===== config.mk =====
export PLATFORM = sky130hd
export DESIGN_NAME = uart_fifo_level_mon
export DESIGN_NICKNAME = d
export VERILOG_FILES = /design/src/rtl/uart_fifo_level_mon.sv
export SDC_FILE = /design/constraint.sdc
export NUM_CORES = 1
export LEC_CHECK = 0
export ABC_AREA = 0
export CORE_UTILIZATION = 58
export DETAILED_ROUTE_END_ITERATION = 6
export DONT_BUFFER_PORTS = 1
export HOLD_SLACK_MARGIN = 0.12
export PLACE_DENSITY = 0.71
export SYNTH_ARGS = -nofsm -noshare
export SYNTH_HDL_FRONTEND = slang
export SYNTH_SLANG_ARGS = --single-unit

===== constraint.sdc =====
create_clock -name clk_i -period 4.5 [get_ports clk_i]
set_input_delay 0.9 -clock clk_i [delete_from_list [all_inputs] [get_ports clk_i]]
set_output_delay 0.9 -clock clk_i [all_outputs]
set_load 0.02 [all_outputs]

===== src/rtl/uart_fifo_level_mon.sv =====
// uart_fifo_level_mon
//   Watches the UART RX FIFO status and strobes and produces registered
//   watermark, overflow, RX character-timeout and integrity status for the
//   interrupt/status register block.
// Ports
//   clk_i, rst_i        clock, synchronous active-high reset
//   clr_i               FIFO clear; resets everything except sticky ovf_o
//   depth_i/full_i/empty_i  FIFO status (pre-update state of this cycle)
//   push_i/pop_i        FIFO write attempt / accepted read this cycle
//   wm_lvl_i            watermark threshold, 0 disables
//   char_tick_i         one pulse per character time
//   timeout_val_i       idle timeout in character times, 0 disables
//   ovf_clr_i           clears sticky overflow
//   wm_o, wm_event_o    watermark level and its rising-edge pulse
//   ovf_o, ovf_event_o  sticky overflow and per-drop pulse
//   timeout_event_o     idle timeout pulse
//   err_o               status-consistency error
module uart_fifo_level_mon #(
  parameter  int Depth    = 32,
  parameter  int TimeoutW = 8,
  localparam int DepthW   = $clog2(Depth + 1)
) (
  input  logic                clk_i,
  input  logic                rst_i,
  input  logic                clr_i,
  input  logic [DepthW-1:0]   depth_i,
  input  logic                full_i,
  input  logic                empty_i,
  input  logic                push_i,
  input  logic                pop_i,
  input  logic [DepthW-1:0]   wm_lvl_i,
  input  logic                char_tick_i,
  input  logic [TimeoutW-1:0] timeout_val_i,
  input  logic                ovf_clr_i,
  output logic                wm_o,
  output logic                wm_event_o,
  output logic                ovf_o,
  output logic                ovf_event_o,
  output logic                timeout_event_o,
  output logic                err_o
);

  localparam logic [DepthW-1:0] DepthMax = DepthW'(Depth);

  typedef enum logic [1:0] {IDLE, COUNT, EXPIRED} state_e;

  state_e              state_q, state_d;
  logic [TimeoutW-1:0] cnt_q, cnt_d, cnt_inc;
  logic                wm_q, wm_d, wm_event_q, wm_event_d;
  logic                ovf_q, ovf_d, ovf_event_q, ovf_event_d;
  logic                tmo_event_q, tmo_event_d;
  logic                err_q, err_d;
  logic                activity, drop;

  assign activity = push_i | pop_i;
  assign drop     = push_i & full_i;

  // Status datapath
  always_comb begin
    wm_d        = (wm_lvl_i != '0) && (depth_i >= wm_lvl_i);
    wm_event_d  = wm_d & ~wm_q;
    ovf_event_d = drop;
    // a drop in the same cycle as the clear keeps the flag set
    ovf_d       = drop | (ovf_q & ~ovf_clr_i);
    err_d       = (depth_i > DepthMax) | (empty_i != (depth_i == '0)) |
                  (full_i != (depth_i == DepthMax));
  end

  // Timeout FSM: state register
  always_ff @(posedge clk_i) begin
    if (rst_i || clr_i) begin
      state_q <= IDLE;
      cnt_q   <= '0;
    end else begin
      state_q <= state_d;
      cnt_q   <= cnt_d;
    end
  end

  // counter saturates rather than wrapping
  assign cnt_inc = (cnt_q == '1) ? cnt_q : cnt_q + TimeoutW'(1);

  // Timeout FSM: next state
  always_comb begin
    state_d = state_q;
    cnt_d   = cnt_q;
    case (state_q)
      IDLE: begin
        cnt_d = '0;
        if (!empty_i && timeout_val_i != '0) state_d = COUNT;
      end
      COUNT: begin
        if (empty_i || timeout_val_i == '0) begin
          state_d = IDLE;
          cnt_d   = '0;
        end else if (activity) begin
          cnt_d = '0;   // activity beats a coincident tick
        end else if (char_tick_i) begin
          cnt_d = cnt_inc;
          // equality against the live value: a counter already past a
          // lowered threshold stays silent until activity restarts it
          if (cnt_q != '1 && cnt_inc == timeout_val_i) state_d = EXPIRED;
        end
      end
      EXPIRED: begin
        if (empty_i) begin
          state_d = IDLE;
          cnt_d   = '0;
        end else if (activity) begin
          state_d = COUNT;
          cnt_d   = '0;
        end
      end
      default: begin
        state_d = IDLE;
        cnt_d   = '0;
      end
    endcase
  end

  // Timeout FSM: output (event fires on the COUNT->EXPIRED transition)
  always_comb begin
    tmo_event_d = (state_q == COUNT) && (state_d == EXPIRED);
  end

  // Output registers
  always_ff @(posedge clk_i) begin
    if (rst_i) begin
      wm_q        <= 1'b0;
      wm_event_q  <= 1'b0;
      ovf_q       <= 1'b0;
      ovf_event_q <= 1'b0;
      tmo_event_q <= 1'b0;
      err_q       <= 1'b0;
    end else if (clr_i) begin
      wm_q        <= 1'b0;
      wm_event_q  <= 1'b0;
      ovf_q       <= ovf_d;
      ovf_event_q <= 1'b0;
      tmo_event_q <= 1'b0;
      err_q       <= 1'b0;
    end else begin
      wm_q        <= wm_d;
      wm_event_q  <= wm_event_d;
      ovf_q       <= ovf_d;
      ovf_event_q <= ovf_event_d;
      tmo_event_q <= tmo_event_d;
      err_q       <= err_d;
    end
  end

  assign wm_o            = wm_q;
  assign wm_event_o      = wm_event_q;
  assign ovf_o           = ovf_q;
  assign ovf_event_o     = ovf_event_q;
  assign timeout_event_o = tmo_event_q;
  assign err_o           = err_q;

endmodule


==> flow_metrics.py, run 1 <==
metrics = {
    "worst_setup_path": {
        "cp-end-kind": "register",
        "r2r_slack_ns": 2.27,
        "critical-path-max-stage-delay_ns": 0.45,
        "cpMaxStageDelayCell": "dfxtp_1",
        "cp.arrival_ns": 2.42,
        "criticalPathCategory": "register to register",
        "timing.rr.start": "cnt_q[0]",
        "start_kind": "register",
        "path_cells": "ha_1 > nand4_2 > and4_1 > a211oi_1 > nand3_1 > nand4bb_1 > o21a_1",
        "reg2reg_depth": 7,
        "cp.required_ns": 4.69,
        "crit_fanout": 6,
        "r2r-end": "state_q[0]",
    },
    "route": {
        "vias": 1184,
        "routed_wl_um": 2914,
        "drt_iter0_drc": 45,
        "ant_nets": 0,
        "firstDrtPassIters": 4,
        "wire_per_inst_um": 15.42,
        "drt-vias-per-instance": 6.265,
        "drc": 0,
    },
    "outcome": {
        "status": "finished, final reports clean",
    },
    "synth": {
        "ys_types": 47,
        "synth-async-reset-ratio_pct": 0,
        "ys_ff_latch": 16,
        "syn_area_um2": 1240,
        "ys_warn_count": 0,
        "yosysMostFrequentCell": "nor2_1",
        "netlist.area_leader.share_pct": 25.83,
        "synth_top_cells_by_count": "nor2_1, a21oi_1, dfxtp_1",
        "synth_nets": 200,
        "synth_edf_count": 0,
        "ys_seq_area_share_pct": 25.83,
        "yosys.area.top_type": "dfxtp_1",
        "syn_inst": 164,
        "synth_area_per_cell_um2": 7.561,
        "synthFlopType": "dfxtp_1",
        "yosys-top-cells-area": "dfxtp_1, ha_1, a21oi_1",
    },
    "finish": {
        "fillers": 182,
        "n_antenna_cell": 0,
        "final_cells": 189,
        "drive_above_1_share_pct": 6.173,
        "syn_to_final_growth_pct": 2.422,
        "final_nets": 199,
    },
    "clock_tree": {
        "root_buffer": "clkbuf_4",
        "cts_setup_buffers": 0,
        "cts_max_level": 1,
        "cts_tree": "done",
        "clock_path_buffers": 2,
        "ctsResizeCount": 0,
        "clock-sinks": 16,
        "clkTransAtPathRegs_ns": 0.10,
        "numCtsBuffers": 3,
        "holdBufCountCts": 0,
        "clkLatencyLatePin_ns": 0.28,
    },
    "grt": {
        "grt_pass1_wl_um": 4257,
        "grtUsageTotal_pct": 27.20,
        "grt_pass1_vias": 967,
        "grt_remaining_overflow": 0,
        "met3_usage_pct": 9.259,
        "grt_max_degree": 13,
        "met2_usage_pct": 37.07,
        "antenna_found_initial": 0,
        "grt_busiest_layer": "met1",
        "grt_util_met1_pct": 39.41,
    },
    "timing": {
        "period_share_pct": 49.58,
        "post-route-min-period_ns": 2.231,
        "drv_slew": 0,
        "slew_headroom_pct": 73.97,
        "fin_tns_setup_ns": 0,
        "setup_viol": 0,
        "worst_hold_slack_ns": 0.5807,
        "clock_skew_ns": 0.0009608,
        "setup_slack_ns": 2.269,
        "rsz0062_at_grt": "no",
        "tightestPinTransition_ns": 0.3806,
        "finalHoldViolCount": 0,
        "timing.fmax_mhz": 448.2,
    },
    "floorplanning": {
        "rows": 16,
        "die_area_um2": 2327,
        "start_util_pct": 62.56,
        "die_w_um": 48.24,
        "die_y_um": 48.24,
        "ios": 35,
        "core_area_um2": 1982,
    },
    "place": {
        "pre_cts_ws_ns": 2.140,
        "post-dp-hpwl_um": 2362,
        "place_inst": 185,
        "place.gp.congestion": 0.8863,
        "io_buffer_count": 0,
    },
    "hold_path": {
        "min_from": "ovf_o",
        "hold_class": "register to register",
        "min_delay_path_depth": 2,
        "holdPathEnd": "ovf_o",
    },
    "power": {
        "p_leak_nw": 0.4773,
        "p_per_area_nw_per_um2": 214.6,
        "finalPower_w": 0.0002726,
        "vdd_drop_max_mv": 0.1517,
    },
    "flow_run": {
        "maxCapViolations": 0,
    },
}
==> flip-flops by register name, summed over array words and instances (netlist names) <==
signal / count
wm_event_o: 1
state_q: 2
ovf_event_o: 1
wm_o: 1
err_o: 1
ovf_o: 1
timeout_event_o: 1
cnt_q: 8
==> worst max-delay path, delay by kind of cell (launching register included) <==
kind	cells	cell delay, ns
flip-flops	1	0.45
AND/OR/NAND/NOR	4	0.82
adder cells (fa/ha/maj)	1	0.33
AO/OA/AOI/OAI	2	0.54
==> where the power goes <==
| group | total (W) | internal, W | leakage [nW] | switching, W |
|---|---|---|---|---|
| Sequential | 0.000148 | 0.000144 | 0.130 | 0.00000432 |
| Combinational | 0.0000286 | 0.0000135 | 0.326 | 0.0000151 |
| Clock | 0.0000955 | 0.0000492 | 0.0210 | 0.0000463 |
==> stage by stage <==
stage	instance area [um2]	util, %
6_report	1270	64.08
5_1_grt	1270	64.08
4_1_cts	1270	64.08
3_5_place_dp	1234	62.25
3_3_place_gp	1234	62.25
2_1_floorplan	1240	-
==> layer usage <==
| metal | part of all wire (%) | vias to the layer above |
|---|---|---|
| met2 | 47 | 45 |
| met5 | 0 | - |
| met4 | 0.14 | 0 |
| li1 | - | 597 |
| met3 | 8.8 | 2 |
| met1 | 44 | 540 |
==> final cells by class <==
cell class                      instances  area (um2)  area share [%]
Inverter                                9       33.78           2.660
Clock buffer                            4       36.28           2.857
Multi-Input combinational cell        133       845.8           66.60
Sequential cell                        16       320.3           25.22
Tap cell                               27       33.78           2.660
==> worst max-delay path by stage <==
stage	endpoint	startpoint	cells past startpoint
after floorplan	cnt_q[1]	timeout_val_i[4]	7
after global placement	state_q[0]	pop_i	5
after detailed placement	cnt_q[1]	timeout_val_i[4]	6
after CTS	state_q[0]	cnt_q[0]	7
after global routing	state_q[0]	cnt_q[0]	7
final	state_q[0]	cnt_q[0]	7
==> cell families after synthesis <==
kind of cell	synth area share (%)
AOI/OAI and AO/OA	23.31
DFF	25.83
muxes	0.8073
xor gates and xnor gates	4.239
and+or+nand+nor	32.80
buffers and inverters	5.954
adders and majority gates	7.063
==> cells in the final DEF, fill, tap and decap left out, drive strengths merged, types with 2 or more instances in the layout <==
cell type | netlist | final
ha | 7 | 7
and2 | 4 | 4
o22ai | 2 | 2
or2 | 3 | 3
a21oi | 16 | 16
and3 | 5 | 5
clkbuf | 2 | 4
nand4 | 2 | 2
nand2b | 4 | 4
and4 | 2 | 2
o21a | 2 | 2
dfxtp | 16 | 16
xnor2 | 3 | 3
a31oi | 6 | 6
nor2b | 2 | 2
nor4 | 3 | 3
nand2 | 10 | 10
nor2 | 18 | 18
inv | 9 | 9
o21ai | 7 | 7
nand3 | 9 | 9
xor2 | 3 | 3
nor3 | 6 | 6
a21o | 3 | 3
No activity file was read; power rests on OpenSTA's default activity.
==> inputs of run 2 (changes only) <==
CORE_UTILIZATION = 56   (was 58)
clock period = 1.8 ns   (was 4.5 ns; I/O delays follow)
==> flow_metrics.py, run 2 (synthesis results as in run 1) <==
metrics = {
    "outcome": {
        "status": "finished, final reports clean",
    },
    "timing": {
        "setup_viol": 0,
        "clock_skew_ns": 0.005629,
        "post-route-min-period_ns": 1.787,
        "period_share_pct": 99.26,
        "tightestPinTransition_ns": 0.4117,
        "timing.fmax_mhz": 559.7,
        "finalHoldViolCount": 0,
        "drv_slew": 0,
        "rsz0062_at_grt": "yes",
        "fin_tns_setup_ns": 0,
        "slew_headroom_pct": 71.84,
    },
    "floorplanning": {
        "core_area_um2": 2022,
        "die_area_um2": 2406,
        "die_y_um": 49.06,
        "die_w_um": 49.06,
        "start_util_pct": 61.32,
        "rows": 16,
        "ios": 35,
    },
    "finish": {
        "reg_top3": "cnt_q x8, state_q x2",
        "final_nets": 218,
        "drive_above_1_share_pct": 24.86,
        "syn_to_final_growth_pct": 20.18,
        "largest_reg_flops": 8,
        "fillers": 170,
        "final_cell_mix": "buf_4, nor2_1, a21oi_1, nand2_1, dfxtp_1",
        "n_antenna_cell": 0,
        "top_register": "cnt_q",
        "final_common_cell": "buf_4",
        "utilization_pct": 73.70,
        "final_area_um2": 1490,
    },
    "power": {
        "p_per_area_nw_per_um2": 471.5,
        "p_leak_nw": 0.5896,
        "p_sw_share_pct": 26.20,
        "internal_power_w": 0.0005185,
        "p_comb_share_pct": 11.1,
        "finalPower_w": 0.0007026,
        "switchingPower_w": 0.0001841,
        "clock_power_share_pct": 36.5,
        "vdd_drop_max_mv": 0.3864,
        "pwr-share-seq_pct": 52.4,
    },
    "route": {
        "wire_per_inst_um": 16.20,
        "drt_iter0_drc": 41,
        "ant_nets": 0,
        "drt-vias-per-instance": 6.332,
        "drc": 0,
        "firstDrtPassIters": 5,
        "routed_wl_um": 3370,
        "vias": 1317,
    },
    "worst_setup_path": {
        "criticalPathCategory": "register to register",
        "cp.arrival_ns": 1.99,
        "crit_fanout": 6,
        "cp.required_ns": 2.01,
        "cp-end-kind": "register",
        "start_kind": "register",
    },
    "clock_tree": {
        "numCtsBuffers": 3,
        "clock_path_buffers": 2,
        "root_buffer": "clkbuf_4",
        "cts_max_level": 1,
        "clkTransAtPathRegs_ns": 0.11,
        "clkLatencyLatePin_ns": 0.30,
        "clock-sinks": 16,
        "cts_tree": "done",
    },
    "grt": {
        "antenna_found_initial": 0,
        "grt_max_degree": 13,
        "grt_pass1_wl_um": 5361,
        "grt_pass1_vias": 1177,
        "grt_remaining_overflow": 0,
        "grtUsageTotal_pct": 29.57,
    },
    "place": {
        "place.gp.congestion": 0.9143,
        "post_dp_cell_area_um2": 1359,
        "io_buffer_count": 0,
        "post-dp-hpwl_um": 2509,
    },
    "hold_path": {
        "hold_class": "primary input to register",
    },
    "flow_run": {
        "maxCapViolations": 0,
    },
}
## run 2: cell count changes in the layout (fill, tap and decap cells not counted), sizes merged
| cell | delta |
|---|---|
| buf | +18 |
| dlygate4sd3 | +1 |
## run 2: through the flow
step | hold WS, ns | setup WS (ns) | instances
3_5_place_dp | 0.4331 | -0.07786 | 200
5_1_grt | 0.1571 | -0.08562 | 208
2_1_floorplan | 0.4291 | 0.01652 | 164
6_report | 0.1572 | 0.01333 | 208
4_1_cts | 0.1571 | -0.007945 | 207
3_3_place_gp | 0.4304 | -0.01992 | 200
## run 2: worst max-delay path, cell delays in order (launching register included)
cell	delay, ns
dfxtp_4	0.37
ha_4	0.18
or2_2	0.29
a21o_1	0.18
a211o_1	0.26
nand4bb_1	0.22
o21a_1	0.19
## run 2: final timing paths
kind	depth (start not counted)	from	slack (ns)	end
max reg2reg	6	cnt_q[0]	0.01	state_q[0]
max	6	cnt_q[0]	0.01	state_q[0]
min reg2reg	2	ovf_o	0.59	ovf_o
min	1	empty_i	0.16	err_o
## run 2: final cells by class
type / count / area, um2 / share of cell area (%)
tap: 27 / 33.78 / 2.267
inverter: 9 / 33.78 / 2.267
sequential: 16 / 332.8 / 22.33
clock buffer: 4 / 36.28 / 2.435
timing repair buffer: 19 / 145.1 / 9.740
multi-input combinational: 133 / 908.4 / 60.96
## run 2: power groups by stage
stage | Sequential [W] | Combinational [W] | Clock (W)
global route | 0.000369 | 0.0000870 | 0.000274
finish | 0.000368 | 0.0000781 | 0.000256
CTS | 0.000371 | 0.0000762 | 0.000254
global placement | 0.000379 | 0.0000686 | 0
floorplan | 0.000378 | 0.0000580 | 0
detailed placement | 0.000380 | 0.0000730 | 0
## run 2: layer usage
| layer | vias to the layer above | global-route usage, % | wire length (um) |
|---|---|---|---|
| met2 | 66 | 45.83 | 1561 |
| met5 | - | 0 | 0 |
| met3 | 8 | 5.296 | 340 |
| li1 | 640 | - | - |
| met4 | 0 | 11.76 | 45 |
| met1 | 603 | 40.30 | 1423 |
## run 2: repair_timing
action / 4_1_cts / 5_1_grt
gates resized for setup: 9 / 11
setup endpoints to repair: 3 / 3
endpoints found under the hold margin: 1 / 0
pin swaps: 3 / 5
hold buffers: 1 / 0
buffers inserted: 2 / 1
==> inputs of run 3 (changes only) <==
clock period = 1.53 ns   (was 1.8 ns; I/O delays follow)
==> flow_metrics.py, run 3 (synthesis results as in run 1) <==
metrics = {
    "timing": {
        "period_share_pct": 116.7,
        "finalHoldViolCount": 0,
        "slew_headroom_pct": 77.39,
        "clock_skew_ns": 0.01003,
        "drv_slew": 0,
        "setup_viol": 3,
        "rsz0062_at_grt": "yes",
        "tightestPinTransition_ns": 0.3384,
        "setup_slack_ns": -0.2563,
        "post-route-min-period_ns": 1.786,
        "timing.fmax_mhz": 559.8,
    },
    "worst_setup_path": {
        "timing.rr.start": "cnt_q[0]",
        "critPathBufInv": 0,
        "path_cells": "ha_4 > nand4_4 > nor2_4 > a311o_1 > a211o_1 > nand4bb_1 > o21a_1",
        "cp-end-kind": "register",
        "reg2reg_depth": 7,
        "r2r_slack_ns": -0.26,
        "crit_fanout": 6,
        "cp.required_ns": 1.72,
        "path_depth": 7,
        "crit_family": "compound AO/OA/AOI/OAI gates",
        "r2r-end": "state_q[0]",
        "start_kind": "register",
        "criticalPathCategory": "register to register",
        "critical-path-max-stage-delay_ns": 0.38,
        "critPathLaunch": "cnt_q[0]",
        "cpMaxStageDelayCell": "dfxtp_4",
        "cp.arrival_ns": 1.98,
        "critPathCapture": "state_q[0]",
    },
    "floorplanning": {
        "start_util_pct": 61.32,
        "ios": 35,
        "die_y_um": 49.06,
        "die_area_um2": 2406,
        "die_w_um": 49.06,
        "rows": 16,
        "core_area_um2": 2022,
    },
    "clock_tree": {
        "numCtsBuffers": 3,
        "clock_path_buffers": 2,
        "cts_tree": "done",
        "clock-sinks": 16,
        "cts_max_level": 1,
        "clkLatencyLatePin_ns": 0.30,
        "clkTransAtPathRegs_ns": 0.11,
        "root_buffer": "clkbuf_4",
    },
    "grt": {
        "grt_max_degree": 11,
        "grt_pass1_vias": 1384,
        "grt_pass1_wl_um": 5934,
        "antenna_found_initial": 0,
        "grt_remaining_overflow": 0,
        "grtUsageTotal_pct": 32.09,
    },
    "place": {
        "post-dp-hpwl_um": 2807,
        "post_dp_cell_area_um2": 1536,
        "place.gp.congestion": 0.8877,
        "io_buffer_count": 0,
    },
    "route": {
        "ant_nets": 0,
        "drt_iter0_drc": 40,
        "routed_wl_um": 3695,
        "drt-vias-per-instance": 6.248,
        "firstDrtPassIters": 4,
        "vias": 1387,
        "wire_per_inst_um": 16.64,
        "drc": 0,
    },
    "power": {
        "vdd_drop_max_mv": 0.4387,
        "p_leak_nw": 0.6507,
        "clock_power_share_pct": 35.7,
        "p_per_area_nw_per_um2": 504.5,
        "pwr-share-seq_pct": 52.4,
        "switchingPower_w": 0.0002107,
        "p_comb_share_pct": 11.9,
        "p_sw_share_pct": 25.53,
        "internal_power_w": 0.0006143,
    },
    "finish": {
        "syn_to_final_growth_pct": 31.89,
        "final_area_um2": 1635,
        "fillers": 137,
        "register_area_um2": 331.6,
        "multi_input_area_um2": 949.7,
        "final_cell_mix": "buf_4, nor2_1, a21oi_1, dfxtp_1, nand2_1",
        "final_nets": 232,
        "drive_above_1_share_pct": 30.26,
        "top_register": "cnt_q",
        "largest_reg_flops": 8,
        "reg_top3": "cnt_q x8, state_q x2",
        "n_antenna_cell": 0,
        "final_common_cell": "buf_4",
        "utilization_pct": 80.88,
    },
    "hold_path": {
        "hold_class": "primary input to register",
        "min_delay_path_depth": 1,
        "min_from": "empty_i",
    },
    "outcome": {
        "status": "complete, but fails checks",
        "violations": "negative setup slack",
    },
    "flow_run": {
        "maxCapViolations": 0,
    },
}
## run 3: per-layer routing
layer	vias to the layer above	global-route usage [%]	part of all wire (%)
li1	660	-	-
met3	13	10.59	9.7
met2	63	51.39	47
met5	-	0	0
met1	651	38.86	41
met4	0	14.22	2.6
## run 3: power groups by stage
stage	clock [W]	combinational (W)	sequential (W)
finish	0.000295	0.0000980	0.000432
global route	0.000316	0.000113	0.000433
CTS	0.000298	0.0000970	0.000433
detailed placement	0	0.0000938	0.000444
global placement	0	0.0000898	0.000444
floorplan	0	0.0000703	0.000444
## run 3: stage by stage
step / hold slack [ns] / setup WS (ns) / cells / TNS, ns / total power, W
after global placement: 0.3761 / -0.1433 / 214 / -0.5543 / 0.0005333
after detailed placement: 0.3780 / -0.2161 / 214 / -0.9045 / 0.0005378
after floorplan: 0.3751 / -0.1201 / 164 / -0.2612 / 0.0005138
after global routing: 0.1278 / -0.3248 / 222 / -0.9506 / 0.0008615
after CTS: 0.1227 / -0.2262 / 220 / -0.6013 / 0.0008280
final: 0.1269 / -0.2563 / 222 / -0.6687 / 0.0008250
## run 3: final cells by class
class | instances | area share [%]
multi-input cells | 133 | 58.07
flip-flops and latches | 16 | 20.28
repair buffers | 33 | 15.30
clock buffers | 4 | 2.219
inverters | 9 | 2.066
well taps | 27 | 2.066
## run 3: repair_timing
action,4_1_cts,5_1_grt
pin swaps,2,3
cloned,0,0
hold buffers,1,0
setup buffers,1,2
resized for setup,3,5
hold endpoints to repair,1,0
setup endpoints to repair,3,7
## run 3: how the worst min path moves through the flow
stage / to / slack (ns)
after global placement: ovf_o / 0.38
after global routing: err_o / 0.13
after detailed placement: ovf_o / 0.38
after floorplan: ovf_o / 0.38
after CTS: err_o / 0.12
final: err_o / 0.13
